$ cat src/rtl/aesl_deadlock_detect_unit.sv
// Per-process deadlock detection unit.
// Watches the monitored process's blocking pattern. Once that pattern has been
// stable long enough, the unit floods a dependency vector to the processes it
// waits on. It flags a deadlock when its own bit comes back around the cycle.
// After the global deadlock flag rises, it takes part in the token-passing
// report ring until the next reset.
module aesl_deadlock_detect_unit #(
    parameter int PROC_NUM      = 3,
    parameter int PROC_ID       = 0,
    parameter int STABLE_CYCLES = 16
) (
    input  logic                         reset,
    input  logic                         clock,
    input  logic [PROC_NUM-1:0]          dep_vld,
    input  logic [PROC_NUM-1:0]          in_dep_vld,
    input  logic [PROC_NUM*PROC_NUM-1:0] in_dep_data,
    output logic [PROC_NUM-1:0]          out_dep_vld,
    output logic [PROC_NUM-1:0]          out_dep_data,
    input  logic [PROC_NUM-1:0]          token_in_vec,
    output logic [PROC_NUM-1:0]          token_out_vec,
    input  logic                         dl_detect_in,
    input  logic                         origin,
    input  logic                         token_clear,
    output logic                         dl_detect_out
);

    localparam int CNT_W = $clog2(STABLE_CYCLES + 1);
    localparam logic [CNT_W-1:0] CNT_MAX = CNT_W'(STABLE_CYCLES);

    typedef enum logic [2:0] {
        IDLE,
        BLOCKED,
        PROPAGATE,
        DETECTED,
        REPORT
    } state_t;

    state_t              state;
    state_t              state_next;
    logic [PROC_NUM-1:0] dep_prev;
    logic [PROC_NUM-1:0] dep_reg;
    logic [PROC_NUM-1:0] dep_reg_next;
    logic [PROC_NUM-1:0] report_mask;
    logic [PROC_NUM-1:0] self_vec;
    logic [PROC_NUM-1:0] incoming;
    logic [CNT_W-1:0]    cnt;
    logic [CNT_W-1:0]    cnt_next;
    logic                originated;
    logic                forwarded;
    logic                self_hit;
    logic                pattern_stable;
    logic                pattern_changed;
    logic                sending_next;

    // Isolates the lowest set bit: the first process on the report path.
    function automatic logic [PROC_NUM-1:0] lowest_onehot(input logic [PROC_NUM-1:0] mask);
        return mask & (~mask + PROC_NUM'(1));
    endfunction

    // Merges every valid incoming dependency vector and checks for our own bit.
    always_comb begin
        self_vec           = '0;
        self_vec[PROC_ID]  = 1'b1;
        incoming           = '0;
        for (int j = 0; j < PROC_NUM; j++) begin
            if (in_dep_vld[j]) begin
                incoming = incoming | in_dep_data[j*PROC_NUM +: PROC_NUM];
            end
        end
        self_hit = incoming[PROC_ID];
    end

    // Stability counter: counts cycles of an unchanged, nonzero blocking pattern.
    always_comb begin
        pattern_stable  = (dep_vld != '0) && (dep_vld == dep_prev);
        pattern_changed = (dep_vld != '0) && (dep_vld != dep_prev);
        if (!pattern_stable) begin
            cnt_next = '0;
        end else if (cnt == CNT_MAX) begin
            cnt_next = cnt;
        end else begin
            cnt_next = cnt + CNT_W'(1);
        end
    end

    // Next-state and dependency-vector selection; the global flag overrides all.
    always_comb begin
        state_next   = state;
        dep_reg_next = dep_reg;
        if (dl_detect_in || state == REPORT) begin
            state_next = REPORT;
        end else begin
            case (state)
                IDLE: begin
                    if (dep_vld != '0) begin
                        state_next = BLOCKED;
                    end
                end
                BLOCKED: begin
                    if (dep_vld == '0) begin
                        state_next   = IDLE;
                        dep_reg_next = '0;
                    end else if (pattern_changed) begin
                        state_next   = BLOCKED;
                        dep_reg_next = '0;
                    end else if (cnt_next == CNT_MAX) begin
                        state_next   = PROPAGATE;
                        dep_reg_next = self_vec | incoming;
                    end
                end
                PROPAGATE: begin
                    if (dep_vld == '0) begin
                        state_next   = IDLE;
                        dep_reg_next = '0;
                    end else if (pattern_changed) begin
                        state_next   = BLOCKED;
                        dep_reg_next = '0;
                    end else begin
                        dep_reg_next = self_vec | incoming;
                        if (self_hit) begin
                            state_next = DETECTED;
                        end
                    end
                end
                DETECTED: begin
                    if (dep_vld == '0) begin
                        state_next   = IDLE;
                        dep_reg_next = '0;
                    end
                end
                default: begin
                    state_next   = IDLE;
                    dep_reg_next = '0;
                end
            endcase
        end
        sending_next = (state_next == PROPAGATE) || (state_next == DETECTED);
    end

    // State, history and registered outputs, including the report token ring.
    always_ff @(posedge clock or negedge reset) begin
        if (!reset) begin
            state         <= IDLE;
            dep_prev      <= '0;
            cnt           <= '0;
            dep_reg       <= '0;
            report_mask   <= '0;
            originated    <= 1'b0;
            forwarded     <= 1'b0;
            out_dep_vld   <= '0;
            out_dep_data  <= '0;
            token_out_vec <= '0;
            dl_detect_out <= 1'b0;
        end else begin
            state        <= state_next;
            dep_prev     <= dep_vld;
            cnt          <= cnt_next;
            dep_reg      <= dep_reg_next;
            out_dep_vld  <= sending_next ? dep_vld : '0;
            out_dep_data <= sending_next ? dep_reg_next : '0;
            // First-detection indication; the global flag is low whenever DETECTED is next.
            dl_detect_out <= (state_next == DETECTED);

            // Snapshot the blocking pattern once, on the way into REPORT.
            if (state != REPORT && state_next == REPORT) begin
                report_mask <= dep_prev;
            end

            if (state == REPORT) begin
                // Clear beats origin, origin beats an arriving token.
                if (token_clear) begin
                    token_out_vec <= '0;
                    originated    <= 1'b0;
                    forwarded     <= 1'b0;
                end else if (origin) begin
                    token_out_vec <= lowest_onehot(report_mask);
                    originated    <= 1'b1;
                end else if ((|token_in_vec) && !forwarded) begin
                    dl_detect_out <= 1'b1;
                    // The originator closes the ring instead of passing it on.
                    if (!originated) begin
                        token_out_vec <= lowest_onehot(report_mask);
                        forwarded     <= 1'b1;
                    end
                end
            end
        end
    end

endmodule
$ cat config.mk
export PLATFORM = sky130hd
export DESIGN_NAME = aesl_deadlock_detect_unit
export DESIGN_NICKNAME = d
export VERILOG_FILES = /design/src/rtl/aesl_deadlock_detect_unit.sv
export SDC_FILE = /design/constraint.sdc
export NUM_CORES = 1
export LEC_CHECK = 0
export CAP_MARGIN = 5
export CORE_MARGIN = 2
export CORE_UTILIZATION = 57
export CTS_CLUSTER_SIZE = 16
export DETAILED_ROUTE_END_ITERATION = 7
export DONT_BUFFER_PORTS = 1
export GPL_TIMING_DRIVEN = 0
export PLACE_DENSITY = 0.84
export SKIP_CTS_REPAIR_TIMING = 1
export SLEW_MARGIN = 25
export SYNTH_ARGS = -nofsm -noshare
export SYNTH_HDL_FRONTEND = slang
export SYNTH_SLANG_ARGS = --single-unit
$ cat constraint.sdc
create_clock -name clock -period 2.7 [get_ports clock]
set_input_delay 0.54 -clock clock [delete_from_list [all_inputs] [get_ports clock]]
set_output_delay 0.54 -clock clock [all_outputs]
set_load 0.01 [all_outputs]
After elaboration in Yosys (flattened, before gate mapping):

Index checks and enable logic that the tools add are counted.

* eq/ne operators: 15
* reduce and logical (&&, ||, !) cells: 17
* muxes and demuxes: 39
* bitwise gates (word level): 4
* add/sub/neg operators: 2

Operator list (number)
* 3-bit two-way mux: 25
* 3-bit one-hot mux with 4 select lines: 2
* 3-bit by 2-bit equality test with 1-bit output (second input constant): 4
* 5-bit equality test (second input constant): 2
* 1-bit two-way mux: 10
* 5-bit two-way mux: 2
* 3-bit equality test (second input constant): 2
* 3-bit zero test: 2
* 3-bit inequality test (second input constant): 2
* 3-bit OR: 2
* 3-bit nonzero test: 2
* 5-bit by 1-bit adder with 5-bit output (second input constant): 1
* 1-bit logical AND: 4
* 4-bit AND reduction: 1
* 2-bit nonzero test: 2
* 3-bit by 1-bit adder with 3-bit output (second input constant): 1
* 3-bit AND: 1
* 3-bit by 1-bit equality test with 1-bit output (second input constant): 1
* 3-bit equality test: 1
* 3-bit inequality test: 1
* 3-bit NOT: 1
* 3-bit AND reduction: 1
* 3-bit OR reduction: 1
* 1-bit logical OR: 2
* 4 further kinds: 4

* word-level logic and storage cells: 88
* register bits: 29
* output and inout port bits: 10
* input bits: 23

Depth between registers and ports, before layout:

Gate-level depths: netlist of the first run.

* depth after elaboration: 15
* gate-level depth with buffers: 8
* gate-level depth less buffers: 8

Worst setup path after synthesis of the first run:

No wires, ideal clock.

* kind: flip-flop to flip-flop
* from: register cnt[0]
* to: register dep_reg[1]
* path buffers: 0
* path slack: 0.566 ns
* library setup time: 0.135 ns
* period minus slack after synthesis: 2.134 ns
* cell stages (with the launch flop): 9
* data arrival time: 1.998 ns
* required time: 2.565 ns
* cells stage by stage: dfrtp_1 -> inv_1 -> ha_1 -> nand2_1 -> or4_4 -> a221oi_4 -> a21oi_1 -> o311ai_0 -> o21ai_1

* longest elaborated chain between the ends: 9
* elaborated cells on any way between the ends: 10
* classes of those cells: add/sub: 1; eq/ne: 2; mux: 7

Ends and longest elaborated chain
* from (decl): line 46 `logic [CNT_W-1:0] cnt;`
* from (signal assigned): line 157 `cnt <= cnt_next;`
* 5-bit by 1-bit adder with 5-bit output or 5-bit equality test (tied branches): line 82, 79
* 5-bit two-way mux (*): line 79 `end else if (cnt == CNT_MAX) begin`
* 5-bit two-way mux (*): line 77 `if (!pattern_stable) begin`
* 5-bit equality test (*): line 106 `end else if (cnt_next == CNT_MAX) begin`
* 3-bit two-way mux (*): line 106
* 3-bit two-way mux (*): line 103 `end else if (pattern_changed) begin`
* 3-bit two-way mux (*): line 100 `if (dep_vld == '0) begin`
* 3-bit one-hot mux with 4 select lines (*): line 93 `case (state)`
* 3-bit two-way mux (*): line 90 `if (dl_detect_in || state == REPORT) begin`
* net dep_reg_next[1]: line 42 `logic [PROC_NUM-1:0] dep_reg_next;`
* to (signal assigned): line 158 `dep_reg <= dep_reg_next;`
* to (decl): line 41 `logic [PROC_NUM-1:0] dep_reg;`

The timed path passes the listed nets; every way through them passes the cells marked *.
A chain may end at the register's enable or synchronous reset.

Final worst setup path of the first run:

* from: register cnt[0]
* to: register dep_reg[2]

Same word-level chain as after synthesis.

==> run_results.csv, run 1 <==
group,metric,value,unit
run_status,run_status,"complete, no violations",
drt,final_antenna_net_count,0,
worst_setup_path,path_max_fanout,7,
cells_and_area,antenna_cells,0,
clock_tree,clkTransAtPathRegs,0.09,ns
drt,wirelength,2.91,mm
cells_and_area,most-common-layout-cells,"dfrtp_1, nor2_1, nand2_1",
logic_synthesis,ys_ff_latch,29,
sta,tns,0,ns
sta,hold_viol,0,
logic_synthesis,synthArstFlopShare,100,%
global_routing,gr-total-overflow,0,
place,gp_congestion,0.843,
worst_setup_path,crit_buf_inv,1,
clock_tree,cts_buffers,5,
logic_synthesis,avgSynthCellArea,10.6,um2
worst_setup_path,crit_required,2.90,ns
clock_tree,clockBufferDepth,2,
global_routing,grt_use_total,20.9,%
drt,first_pass_iters,6,
floorplan,dieArea,3060,um2
logic_synthesis,syn-num-nets,167,
drt,vias,1129,
worst_setup_path,cp-start-kind,"flip-flop",
place,dp.cells,172,
power_and_ir_drop,powerDensity,492,nW/um2
clock_tree,clockRootBuffer,"clkbuf_4",
worst_setup_path,arrival,2.60,ns
worst_setup_path,end_kind,"flip-flop",
cells_and_area,top_register,"cnt",
clock_tree,clock_tree.htree_level_count,2,
cells_and_area,area_growth,7.08,%
floorplan,rows,18,
drt,wl_per_cell,16.1,um
drt,drc,0,
worst_setup_path,crit_path_max_incr_delay,0.46,ns
global_routing,grt_max_degree,30,
global_routing,grt_first_pass_wirelength,4.91,mm
power_and_ir_drop,peakVddDrop,466,uV
floorplan,io_pins,33,
sta,timing.fmax,0.416,GHz
worst_setup_path,critPathTopFamily,"compound AO/OA/AOI/OAI gates",
cells_and_area,final_common_cell,"dfrtp_1",
cells_and_area,finalNonFillerCells,181,
flow_run,cap_violations,0,
logic_synthesis,synth_cell_types,48,
cells_and_area,fin_util,64.9,%
floorplan,core,2480,um2
cells_and_area,largest_reg_flops,5,
logic_synthesis,synth_edf_count,0,
logic_synthesis,ys.flop_type,"dfrtp_1",
floorplan,dieWidth,55.3,um
place,portBuffers,0,
floorplan,die_h,55.3,um
floorplan,initial_utilization,60.6,%
sta,setup_violations,0,
sta,slew_violations,0,
logic_synthesis,ys_warn_count,0,
sta,skew,0.00845,ns
sta,worstMarginPinSlew,0.612,ns
logic_synthesis,synth_seq_area_share,48.3,%
global_routing,antenna_found_initial,0,
cells_and_area,drive_gt1_share,15.9,%
clock_tree,clk_latency,0.33,ns
sta,relSlewSlack,59.2,%
drt,drtIter0Drc,22,
logic_synthesis,synth_area,1500,um2
global_routing,grt_pass1_vias,1098,
logic_synthesis,synthCells,142,
drt,vias_per_cell,6.24,
worst_setup_path,crit_type,"reg2reg",
place,hpwl,2.18,mm
worst_setup_path,path_cells,"inv_1, ha_1, nand2_1, or4_4, a221oi_4, a21oi_1, o311ai_0, o21ai_1",
cells_and_area,fin_nets,175,
min_path,hold_path.class,"in2async",
cells_and_area,nFillCells,201,
sta,rsz0062_at_grt,"no",
power_and_ir_drop,power_leakage,0.000712,uW
sta,post-route-period-util,89.1,%
worst_setup_path,worst_path_max_delay_cell,"dfrtp_1",
sta,timing.final.crit_period,2.40,ns
clock_tree,cts.sinks,29,
clock_tree,cts_tree,"done",
-- final timing paths --
kind | to | slack (ns) | cells after the start | from
worst max-delay path | dep_reg[2] | 0.30 | 8 | cnt[0]
worst min-delay path | token_out_vec[1] | 0.02 | 1 | reset
worst max register to register | dep_reg[2] | 0.30 | 8 | cnt[0]
worst min register to register | report_mask[2] | 0.51 | 1 | report_mask[2]
max in group asynchronous | out_dep_data[1] | 2.52 | 1 | reset
min in group clock | dep_prev[1] | 0.23 | 0 | dep_vld[1]
-- cells by family after synthesis --
kind of cell               after synthesis  share of synthesized area [%]
AOI/OAI and AO/OA                       39                           20.3
xor gates and xnor gates                 7                           4.08
adders and majority gates                2                           1.67
buffers and inverters                    6                           3.08
DFF                                     29                           48.3
muxes                                    4                           3.00
and+or+nand+nor                         55                           19.6
-- layer usage --
metal	GRT usage, %	wire length, um	share of wire, %	up-vias
met3	8.90	208	7.2	4
li1	-	-	-	541
met2	32.0	1400	48	39
met4	7.32	42	1.4	0
met1	26.6	1260	43	545
met5	0	0	0	-
-- area by class of cell --
class | instances | area, um2 | area share [%]
clock buffers | 8 | 48.8 | 3.04
plain buffers | 2 | 31.3 | 1.95
multi-input cells | 107 | 729 | 45.4
inverters | 4 | 15.0 | 0.934
well taps | 30 | 37.5 | 2.33
repair buffers | 1 | 20.0 | 1.25
flip-flops and latches | 29 | 726 | 45.1
-- metrics by stage --
| step | cell area (um2) | power [uW] | hold slack, ns | setup slack (ns) |
|---|---|---|---|---|
| 2_1_floorplan | 1500 | 533 | 0.244 | 0.566 |
| 3_3_place_gp | 1540 | 542 | 0.245 | 0.380 |
| 3_5_place_dp | 1540 | 548 | 0.245 | 0.329 |
| 4_1_cts | 1590 | 787 | -0.114 | 0.306 |
| 5_1_grt | 1610 | 838 | 0.00693 | 0.124 |
| 6_report | 1610 | 792 | 0.0175 | 0.295 |
-- cell usage after synthesis (all sizes together) (3+ instances only) --
library cell   n  share of area, %
nor3           3               1.0
nor2          12               3.0
dfrtp         29                48
mux2           4               3.0
nand2b         4               1.7
a21oi          9               4.0
xor2           3               1.8
nand2         11               2.8
xnor2          4               2.3
inv            4               1.0
o21ai         10               3.3
nand3          6               2.0
and2           5               2.1
-- power breakdown --
group / switching, uW / internal, uW
combinational: 35.4 / 33.8
clock: 139 / 103
sequential: 21.8 / 458
Power figures use the tool's default switching activity.
==> run 2: changes to the inputs <==
--- a/config.mk
+++ b/config.mk
@@ -7,12 +7,11 @@
 export LEC_CHECK = 0
 export CAP_MARGIN = 5
 export CORE_MARGIN = 2
-export CORE_UTILIZATION = 57
+export CORE_UTILIZATION = 48
 export CTS_CLUSTER_SIZE = 16
 export DETAILED_ROUTE_END_ITERATION = 7
 export DONT_BUFFER_PORTS = 1
-export GPL_TIMING_DRIVEN = 0
-export PLACE_DENSITY = 0.84
+export PLACE_DENSITY = 0.75
 export SKIP_CTS_REPAIR_TIMING = 1
 export SLEW_MARGIN = 25
 export SYNTH_ARGS = -nofsm -noshare
==> run_results.csv, run 2 (synthesis results as in run 1) <==
group,metric,value,unit
cells_and_area,final_common_cell,"dfrtp_1",
cells_and_area,fin_util,53.2,%
cells_and_area,most-common-layout-cells,"dfrtp_1, nor2_1, nand2_1",
place,gp_congestion,0.928,
global_routing,grt_first_pass_wirelength,5.21,mm
clock_tree,clock_tree.htree_level_count,2,
worst_setup_path,end_kind,"flip-flop",
worst_setup_path,worst_path_max_delay_cell,"or4_4",
power_and_ir_drop,power.total,815,uW
drt,wirelength,3.04,mm
floorplan,dieWidth,59.9,um
floorplan,die_h,59.9,um
global_routing,grt_max_degree,30,
power_and_ir_drop,peakVddDrop,318,uV
floorplan,io_pins,33,
worst_setup_path,crit_type,"reg2reg",
drt,drc,0,
drt,vias_per_cell,6.17,
sta,holdWs,0.0250,ns
worst_setup_path,crit_path_max_incr_delay,0.45,ns
sta,setup_violations,0,
floorplan,rows,20,
cells_and_area,top_register,"cnt",
clock_tree,clockRootBuffer,"clkbuf_4",
worst_setup_path,arrival,2.54,ns
global_routing,grt_use_total,19.9,%
drt,wl_per_cell,16.7,um
cells_and_area,area_growth,6.42,%
drt,final_antenna_net_count,0,
cells_and_area,antenna_cells,0,
clock_tree,cts_tree,"done",
cells_and_area,largest_reg_flops,5,
drt,drtIter0Drc,43,
drt,first_pass_iters,4,
clock_tree,cts.sinks,29,
worst_setup_path,cp-start-kind,"flip-flop",
place,portBuffers,0,
sta,worstMarginPinSlew,0.472,ns
worst_setup_path,path_max_fanout,7,
sta,tns,0,ns
flow_run,cap_violations,0,
floorplan,initial_utilization,50.0,%
drt,vias,1123,
sta,timing.fmax,0.428,GHz
min_path,hold_path.class,"in2async",
sta,relSlewSlack,68.2,%
sta,hold_viol,0,
sta,rsz0062_at_grt,"no",
global_routing,grt_pass1_vias,1140,
sta,skew,0.0109,ns
sta,post-route-period-util,86.6,%
clock_tree,clk_latency,0.32,ns
power_and_ir_drop,power_leakage,0.000705,uW
run_status,run_status,"complete, no violations",
worst_setup_path,crit_required,2.91,ns
sta,timing.final.crit_period,2.34,ns
cells_and_area,fin_nets,174,
floorplan,dieArea,3590,um2
sta,slew_violations,0,
power_and_ir_drop,powerDensity,510,nW/um2
global_routing,antenna_found_initial,0,
clock_tree,cts_buffers,5,
place,dp.cells,174,
cells_and_area,finalNonFillerCells,182,
worst_setup_path,path_cells,"inv_1, ha_1, nand2_1, or4_4, a221oi_4, a21oi_1, o311ai_0, o21ai_1",
cells_and_area,nFillCells,292,
floorplan,core,3000,um2
clock_tree,clockBufferDepth,2,
global_routing,gr-total-overflow,0,
cells_and_area,drive_gt1_share,16.8,%
place,hpwl,2.21,mm
clock_tree,clkTransAtPathRegs,0.09,ns
## run 2: cell count changes in the layout (fill, tap and decap cells not counted), sizes merged
| cell | before | now |
|---|---|---|
| clkbuf | 8 | 6 |
| buf | 3 | 2 |
| clkinvlp | 0 | 1 |
## run 2: cell type report
class                      count  area [um2]  area share, %
clock buffer                   6        51.3           3.21
clock inverter                 1        7.51          0.470
inverter                       4        15.0          0.940
multi-input combinational    107         729           45.7
sequential                    29         726           45.4
tap                           33        41.3           2.58
timing repair buffer           2        27.5           1.72
## run 2: metal layers
| layer | vias up | part of all wire, % | GRT usage [%] |
|---|---|---|---|
| met1 | 553 | 43 | 24.1 |
| met3 | 5 | 6.2 | 6.71 |
| met4 | 0 | 1.1 | 5.71 |
| met5 | - | 0 | 0 |
| met2 | 31 | 50 | 33.5 |
| li1 | 534 | - | - |
## run 2: where the power goes
| group | internal (uW) | switching, uW |
|---|---|---|
| clock | 122 | 143 |
| combinational | 35.1 | 35.7 |
| sequential | 458 | 21.6 |
| total | 615 | 200 |
## run 2: path summary, 6_finish.rpt
check,start,to,slack (ns),cells past startpoint
max,cnt[0],dep_reg[1],0.36,8
min,reset,token_out_vec[0],0.02,1
max reg2reg,cnt[0],dep_reg[1],0.36,8
min reg2reg,report_mask[2],report_mask[2],0.51,1
max in group asynchronous,reset,cnt[0],2.51,1
min in group clock,dep_vld[0],dep_prev[0],0.24,0
## run 2: stage by stage
| step | setup slack (ns) | area [um2] |
|---|---|---|
| 3_5_place_dp | 0.361 | 1520 |
| 4_1_cts | 0.363 | 1580 |
| 6_report | 0.363 | 1600 |
| 2_1_floorplan | 0.566 | 1500 |
| 3_3_place_gp | 0.451 | 1520 |
| 5_1_grt | 0.207 | 1600 |
## run 2: worst max-delay path, delay by kind of cell, from the launching register on
kind | cells | cell delay (ns)
AO/OA/AOI/OAI | 4 | 0.95
adder cells (fa/ha/maj) | 1 | 0.20
AND/OR/NAND/NOR | 2 | 0.55
flip-flops | 1 | 0.44
buffers and inverters | 1 | 0.09
==> run 3: changes to the inputs <==
--- a/config.mk
+++ b/config.mk
@@ -5,14 +5,15 @@
 export SDC_FILE = /design/constraint.sdc
 export NUM_CORES = 1
 export LEC_CHECK = 0
+export ABC_AREA = 1
 export CAP_MARGIN = 5
 export CORE_MARGIN = 2
 export CORE_UTILIZATION = 48
 export CTS_CLUSTER_SIZE = 16
 export DETAILED_ROUTE_END_ITERATION = 7
 export DONT_BUFFER_PORTS = 1
+export MAX_ROUTING_LAYER = met4
 export PLACE_DENSITY = 0.75
-export SKIP_CTS_REPAIR_TIMING = 1
 export SLEW_MARGIN = 25
 export SYNTH_ARGS = -nofsm -noshare
 export SYNTH_HDL_FRONTEND = slang
==> run_results.csv, run 3 <==
group,metric,value,unit
logic_synthesis,synth_seq_area_share,50.0,%
sta,worstMarginPinSlew,0.380,ns
logic_synthesis,synthAdderAreaFrac,1.72,%
clock_tree,clockBufferDepth,2,
sta,tns,0,ns
cells_and_area,largest_reg_flops,5,
global_routing,antenna_found_initial,0,
floorplan,dieWidth,59.0,um
sta,timing.final.crit_period,1.93,ns
logic_synthesis,synth_top_family_by_area,"simple AND/OR/NAND/NOR gates",
logic_synthesis,synth_xor_area_share,2.33,%
clock_tree,ctsResizeCount,0,
clock_tree,clock_tree.htree_level_count,2,
drt,drc,2,
logic_synthesis,synthDominantCellAreaShare,50.0,%
global_routing,gr-total-overflow,0,
worst_setup_path,r2r_start,"cnt[0]",
floorplan,core,2810,um2
floorplan,initial_utilization,51.7,%
logic_synthesis,synth.area.mux_share,0.776,%
sta,hold_viol,0,
floorplan,dieArea,3480,um2
clock_tree,cts.sinks,29,
flow_run,cap_violations,0,
place,postPlaceCellArea,1490,um2
logic_synthesis,avgSynthCellArea,8.49,um2
global_routing,grt_pass1_vias,1167,
cells_and_area,antenna_cells,0,
drt,wirelength,2.84,mm
sta,post-route-period-util,71.5,%
logic_synthesis,ys.flop_type,"dfrtp_1",
logic_synthesis,synth_cell_types,26,
cells_and_area,drive_gt1_share,12.8,%
worst_setup_path,end_kind,"flip-flop",
worst_setup_path,arrival,2.14,ns
drt,drtIter0Drc,48,
logic_synthesis,synth_top_cell_by_area,"dfrtp_1",
place,portBuffers,0,
power_and_ir_drop,power_leakage,0.000761,uW
cells_and_area,final_cell_area,1560,um2
logic_synthesis,netlist_top_cells_area,"dfrtp_1, nand2_1, nor2_1",
drt,final_antenna_net_count,0,
logic_synthesis,synth.most_common_cell,"nand2_1",
run_status,run_status,"finished, violations left",
sta,relSlewSlack,74.4,%
clock_tree,clkTransAtPathRegs,0.08,ns
worst_setup_path,reg2reg_depth,12,
worst_setup_path,crit_type,"reg2reg",
cells_and_area,top_register,"cnt",
cells_and_area,final_common_cell,"nand2_1",
sta,skew,0.00273,ns
global_routing,grt_max_degree,30,
logic_synthesis,ys_ff_latch,29,
clock_tree,cts_buffers,5,
clock_tree,cts_tree,"done",
worst_setup_path,reg2reg_slack,0.77,ns
worst_setup_path,path_max_fanout,4,
floorplan,rows,19,
logic_synthesis,synth_compound_area_share,9.83,%
cells_and_area,fin_nets,204,
cells_and_area,nFillCells,250,
logic_synthesis,synth_area,1450,um2
cells_and_area,area_growth,7.41,%
run_status,violations,"DRC",
logic_synthesis,yosys-top-cells-count,"nand2_1, dfrtp_1, nor2_1",
place,hpwl,2.21,mm
clock_tree,clockRootBuffer,"clkbuf_4",
worst_setup_path,cp-start-kind,"flip-flop",
floorplan,io_pins,33,
logic_synthesis,synthArstFlopShare,100,%
sta,slew_violations,0,
min_path,hold_path.class,"in2async",
worst_setup_path,r2r-end,"dl_detect_out",
drt,wl_per_cell,13.4,um
place,dp.cells,202,
drt,vias,1176,
cells_and_area,finalNonFillerCells,211,
power_and_ir_drop,powerDensity,488,nW/um2
global_routing,grt_use_total,19.4,%
worst_setup_path,crit_required,2.91,ns
power_and_ir_drop,peakVddDrop,238,uV
global_routing,grt_first_pass_wirelength,4.84,mm
sta,timing.fmax,0.518,GHz
sta,rsz0062_at_grt,"no",
logic_synthesis,synth_edf_count,0,
floorplan,die_h,59.0,um
cells_and_area,most-common-layout-cells,"nand2_1, dfrtp_1, nor2_1",
cells_and_area,fin_util,55.6,%
place,gp_congestion,0.809,
clock_tree,clk_latency,0.31,ns
logic_synthesis,syn-num-nets,196,
sta,setup_violations,0,
logic_synthesis,synthCells,171,
logic_synthesis,ys_warn_count,0,
drt,first_pass_iters,6,
drt,vias_per_cell,5.57,
logic_synthesis,synthSimpleGateAreaFrac,30.7,%
==> run 3: cell types whose count changed in the layout (fill, tap and decap cells not counted), sizes merged, moves of 4 or more <==
| cell | delta |
|---|---|
| o21ai | -4 |
| nand2b | -4 |
| inv | +14 |
| and2 | -5 |
| nand3 | +11 |
| nor2 | +12 |
| nand2 | +37 |
==> run 3: logic make-up (layout without fill, tap and decap cells) <==
| group | Yosys count | in the layout |
|---|---|---|
| and+or+nand+nor | 97 | 97 |
| AOI/OAI and AO/OA | 21 | 21 |
| muxes | 1 | 1 |
| xor gates and xnor gates | 3 | 3 |
| adders and majority gates | 2 | 2 |
| DFF | 29 | 29 |
| buffers and inverters | 18 | 27 |
==> run 3: critical path, stage by stage, from the launching register on <==
cell     delay (ns)
dfrtp_1        0.42
ha_1           0.24
or2_1          0.21
nand3_1        0.11
nand2_1        0.07
nor2_2         0.20
nand2_1        0.14
nand2_1        0.09
nand2_1        0.05
nand2_1        0.06
nand2_1        0.07
nand3_1        0.11
nand2_1        0.06
==> run 3: final cells by class <==
class                   count  area, um2  area share (%)
clock buffers               8       48.8            3.13
inverters                  18       67.6            4.33
multi-input cells         124        658            42.2
flip-flops and latches     29        726            46.5
well taps                  31       38.8            2.49
repair buffers              1       20.0            1.28
==> run 3: metrics by stage <==
step                power (uW)  hold slack, ns  worst slack (ns)
floorplan                  513           0.244              1.06
global placement           520           0.245             0.878
detailed placement         523           0.245             0.807
CTS                        770          0.0296             0.784
global route               801          0.0195             0.583
finish                     761          0.0345             0.769
==> run 3: worst max path at each step <==
stage	from	to
after detailed placement	cnt[0]	dl_detect_out
after floorplan	cnt[0]	dl_detect_out
after global routing	cnt[0]	dl_detect_out
after global placement	cnt[0]	dl_detect_out
after CTS	cnt[0]	dl_detect_out
final	cnt[0]	dl_detect_out
==> run 3: report_power, final <==
group	internal [uW]	total (uW)	switching [uW]
logic	24.2	63.0	38.8
registers	450	462	12.6
clock network	104	235	132
==> run 3: what timing repair did <==
| action | in CTS | in global routing |
|---|---|---|
| buffers inserted | 0 | 0 |
| endpoints found under the hold margin | 29 | 0 |
| hold buffers | 1 | 0 |
==> run 3: routing by layer <==
layer  vias up  part of all wire (%)  track usage, %
li1        572                     -               -
met4         0                   1.5            10.1
met3         8                   4.7            5.24
met1       565                    42            21.4
met5         -                     0               -
met2        31                    51            32.1
==> RTL change 1 (flow settings as in run 2) <==
Register the input `in_dep_data` before use. The logic sees it one clock later. The other inputs are not delayed to match.
--- a/src/rtl/aesl_deadlock_detect_unit.sv
+++ b/src/rtl/aesl_deadlock_detect_unit.sv
@@ -37,2 +37,8 @@
 
+    logic [PROC_NUM*PROC_NUM-1:0] in_dep_data_q;
+
+    always_ff @(posedge clock) begin
+        in_dep_data_q <= in_dep_data;
+    end
+
     state_t              state;
@@ -66,3 +72,3 @@
             if (in_dep_vld[j]) begin
-                incoming = incoming | in_dep_data[j*PROC_NUM +: PROC_NUM];
+                incoming = incoming | in_dep_data_q[j*PROC_NUM +: PROC_NUM];
             end
Behaviour: no difference found for any inputs over 10 cycles, from zero or initial values and one cycle with reset low; that may be too few to reach the edited logic, so the function may still have changed.
==> RTL change 1 against run 2 <==
Synthesized area rose by 10%. Sequential cell count rose by 9. Cell area rose by 12%. Non-clock buffer count did not move. Worst setup slack improved by 190 ps. Total power rose by 23%. Via count rose by 6.1%. Critical path type unchanged. Wire length rose by 1.5%. Worst hold slack improved by 190 ps. Largest power group unchanged.
==> RTL change 1: results (changes against run 2) <==
stage	metric	value	unit	change
sta	clock skew	11.05	ps	was 10.90 ps
detailed_routing	met2 WL	1555	µm	was 1509 µm
setup_path	Worst EP arrival	2370	ps	was 2540 ps
power	switching share of power	0.2396		was 0.2455
yosys	Async SR Flop Fraction	0.7632		was 1.000
power	peak supply drop	0.4073	mV	was 0.3178 mV
global_routing	overall global routing resource usage	0.1650		was 0.1988
outcome	status	finished, final reports clean		unchanged
global_routing	number of global-route vias before repair	1155		was 1140
yosys	Commonest cells post-synth	29 x dfrtp_1, 14 x nand2_1, 13 x nor2_1, 9 x dfxtp_1, 9 x o21ai_0		was 29 x dfrtp_1, 12 x nor2_1, 11 x nand2_1, 7 x a21oi_1, 7 x o21ai_0
setup_path	Worst R2R Start	dep_prev[2]$_DFF_PN0_		was cnt[0]$_DFF_PN0_
placed_design	placed insts	197		was 174
yosys	register area share after synthesis	0.5481		was 0.4833
global_routing	global-route wire length before repair	5099	µm	was 5209 µm
yosys	post-synth net total	179		was 167
cells_and_area	share of cells above drive strength 1	0.1304		was 0.1678
placed_design	DP Wirelength	2349	µm	was 2214 µm
setup_path	CP peak stage delay	720	ps	was 450 ps
cells_and_area	NumNets Final	185		was 174
detailed_routing	WL final	3090	µm	was 3044 µm
detailed_routing	M1 wire length	1359	µm	was 1310 µm
yosys	Synth cell types	46		was 48
detailed_routing	Detail Route met3 WL	148	µm	was 189 µm
placed_design	I/O Buffers	0		unchanged
power	leak pwr	0.0007473	µW	was 0.0007055 µW
setup_path	Slowest cell on crit path	o2111ai_1		was or4_4
yosys	Syn Inst Count	154		was 142
hold_path	Worst Hold Class	in2reg		was in2async
clock_network	Clock Latency Late Sink	340	ps	was 320 ps
RTL change 1: cell count changes in the layout (fill, tap and decap cells not counted), sizes merged, moves of 3 or more:
cell and delta:
a31oi +4, nand2b +3, or3 +3, inv +3
and2 -4, nand2 +3, dfxtp +9, a21oi -4
nand3b +3
RTL change 1: layer usage:
layer / GRT usage / vias to the layer above
met5: 0 / -
met4: 0.04722 / 0
met3: 0.05586 / 4
met2: 0.2836 / 36
met1: 0.1967 / 586
li1: - / 566
RTL change 1: metrics by stage:
step                cell area, µm²  setup WS, ps  hold slack [ps]
finish                        1789         548.0            212.1
global route                  1789         326.0            181.6
floorplan                     1653         844.0            244.4
detailed placement            1697         403.3            245.3
global placement              1697         531.2            245.1
CTS                           1759         572.5           -134.3
RTL change 1: layout make-up:
type                       count  area (µm²)  share of cell area
tap                           46       57.56             0.03217
multi-input combinational    107       710.7              0.3972
clock inverter                 2       11.26            0.006294
timing repair buffer           2       30.03             0.01678
inverter                       6       22.52             0.01259
sequential                    38       905.9              0.5063
clock buffer                   6       51.30             0.02867
RTL change 1: path summary, 6_finish.rpt:
kind                                             endpoint  slack, ps  depth (start not counted)
worst min register to register  out_dep_data[2]$_DFF_PN0_        500                          2
worst min-delay path                dep_prev[1]$_DFF_PN0_        210                          0
max in group asynchronous                cnt[2]$_DFF_PN0_       1900                          2
worst max-delay path             out_dep_vld[1]$_DFF_PN0_        550                          5
min in group asynchronous              state[2]$_DFF_PN0_        630                          2
worst max register to register   out_dep_vld[1]$_DFF_PN0_        550                          5
RTL change 1: cell families after synthesis:
group / synth area share
flops: 0.5481
xor+xnor: 0.02120
buf+inv: 0.02195
mux: 0.02044
fa+ha+maj: 0.01514
simple gates: 0.2097
compound gates: 0.1635
RTL change 1: power by group through the flow:
stage               clock network [µW]  registers, µW  logic (µW)
finish                             305            623        73.6
global route                       338            628        83.4
CTS                                312            623        61.4
detailed placement                   0            635        61.2
global placement                     0            633        56.8
floorplan                            0            628        52.8
RTL change 1: critical path, delay by kind of cell (launching register included):
kind             cells  cell delay, ps
AO/OA/AOI/OAI        4            1530
flip-flops           1             420
AND/OR/NAND/NOR      1              90
==> RTL change 2 (flow settings as in run 2) <==
Made on the original files. `PROC_NUM`: 3 -> 6.
--- a/src/rtl/aesl_deadlock_detect_unit.sv
+++ b/src/rtl/aesl_deadlock_detect_unit.sv
@@ -7,3 +7,3 @@
 module aesl_deadlock_detect_unit #(
-    parameter int PROC_NUM      = 3,
+    parameter int PROC_NUM      = 6,
     parameter int PROC_ID       = 0,
Ports: changed (7 resized); port bits go from 33 to 78. The function was not compared with the original's and may differ.
==> RTL change 2 against run 2 <==
Clock skew decreased by 5.4 ps. Final cell count increased by 44%. Critical endpoint is now out_dep_data[3]$_DFF_PN0_. Cell area increased by 51%. First-iteration DRC count increased by 120%. Total power increased by 70%. Worst setup slack got worse by 170 ps. Largest power group unchanged. Global-route usage decreased by 1.5 points. Via count increased by 40%. Clock power increased by 85%. Wire length increased by 49%. Non-clock buffer count unchanged. Synthesized area increased by 47%. Highest routed layer unchanged. Fmax decreased by 6.8%. Sequential cell count increased by 18.
==> RTL change 2: results (changes against run 2) <==
stage	metric	value	unit	change
setup_path	CP max FO	4		was 7
setup_path	worst setup path endpoint	out_dep_data[3]$_DFF_PN0_		was dep_reg[1]$_DFF_PN0_
detailed_routing	WL final	4534	µm	was 3044 µm
placed_design	DP Wirelength	3349	µm	was 2214 µm
detailed_routing	initial drt markers	94		was 43
cells_and_area	post-route insts no fill	262		was 182
global_routing	number of global-route vias before repair	1508		was 1140
yosys	Commonest cells post-synth	47 x dfrtp_1, 19 x a22oi_1, 19 x nor2_1, 15 x inv_1, 11 x nand3_1		was 29 x dfrtp_1, 12 x nor2_1, 11 x nand2_1, 7 x a21oi_1, 7 x o21ai_0
yosys	post-synthesis adder-cell area fraction	0.01133		was 0.01667
sta	worst slew pin tran	806.8	ps	was 471.6 ps
outcome	status	finished, final reports clean		unchanged
yosys	Synth Area in Compound Gates	0.1524		was 0.2025
power	leak pwr	0.001054	µW	was 0.0007055 µW
cells_and_area	filler cell count in the final layout	362		was 292
setup_path	CP peak stage delay	580	ps	was 450 ps
yosys	Synth cell types	40		was 48
power	peak supply drop	0.3496	mV	was 0.3178 mV
setup_path	CP delay by family, top	simple AND/OR/NAND/NOR gates		was compound AO/OA/AOI/OAI gates
yosys	Post-Synth XOR/XNOR Area	0.03966		was 0.04083
cells_and_area	NumNets Final	271		was 174
global_routing	largest net degree at the start of global routing	48		was 30
sta	clock skew	5.529	ps	was 10.90 ps
setup_path	Worst EP arrival	2680	ps	was 2540 ps
setup_path	worst reg-to-reg setup slack	190	ps	was 360 ps
setup_path	FF-to-FF End	out_dep_data[3]$_DFF_PN0_		was dep_reg[1]$_DFF_PN0_
yosys	Syn Area/Cell	10.88	µm²	was 10.57 µm²
clock_network	CTS root buffer	clkbuf_8		was clkbuf_4
placed_design	Routability Congestion	0.8116		was 0.9279
yosys	Area contributors post-synth	dfrtp_1 53%, a22oi_1 6.5%, mux2_2 4.1%		was dfrtp_1 48%, mux2_2 3.0%, nor2_1 3.0%
global_routing	overall global routing resource usage	0.1835		was 0.1988
==> RTL change 2: where the power goes <==
| part | total (µW) | internal [µW] | switching (µW) |
|---|---|---|---|
| clock | 489 | 271 | 218 |
| combinational | 112 | 58.0 | 53.6 |
| sequential | 789 | 748 | 41.1 |
| total | 1390 | 1080 | 313 |
==> RTL change 2: logic make-up (layout without fill, tap and decap cells) <==
kind of cell             count (synthesis)  in the layout
multiplexers                             9              9
XOR/XNOR                                10             10
flip-flops                              47             47
AND/OR/NAND/NOR                         73             73
buffers and inverters                   17             24
AO/OA/AOI/OAI                           45             45
adder cells (fa/ha/maj)                  2              2
==> RTL change 2: through the flow <==
| stage | utilization | setup WS (ps) |
|---|---|---|
| after floorplan | - | 416.2 |
| after global placement | 0.5186 | 276.0 |
| after detailed placement | 0.5186 | 211.5 |
| after CTS | 0.5420 | 181.7 |
| after global routing | 0.5491 | 4.332 |
| final | 0.5491 | 193.0 |
==> RTL change 2: worst register-to-register path: cells and delay by family, from the launching register on <==
family	cells	cell delay, ps
AOI/OAI and AO/OA	2	450
adders and majority gates	1	180
buffers and inverters	1	140
DFF	1	410
muxes	1	270
and+or+nand+nor	3	930
==> RTL change 2: layout make-up <==
class | instances | area [µm²] | share of cell area
multi-input cells | 139 | 972.2 | 0.4038
repair buffers | 2 | 35.03 | 0.01455
flip-flops and latches | 47 | 1176 | 0.4886
inverters | 15 | 56.30 | 0.02339
clock buffers | 6 | 72.57 | 0.03015
clock inverters | 1 | 30.03 | 0.01247
well taps | 52 | 65.06 | 0.02703
==> RTL change 2: metal layers <==
metal / up-vias / GRT usage / part of all wire
li1: 751 / - / -
met1: 755 / 0.2721 / 0.45
met2: 64 / 0.2572 / 0.47
met3: 7 / 0.05204 / 0.066
met4: 0 / 0.06709 / 0.018
met5: - / 0 / 0
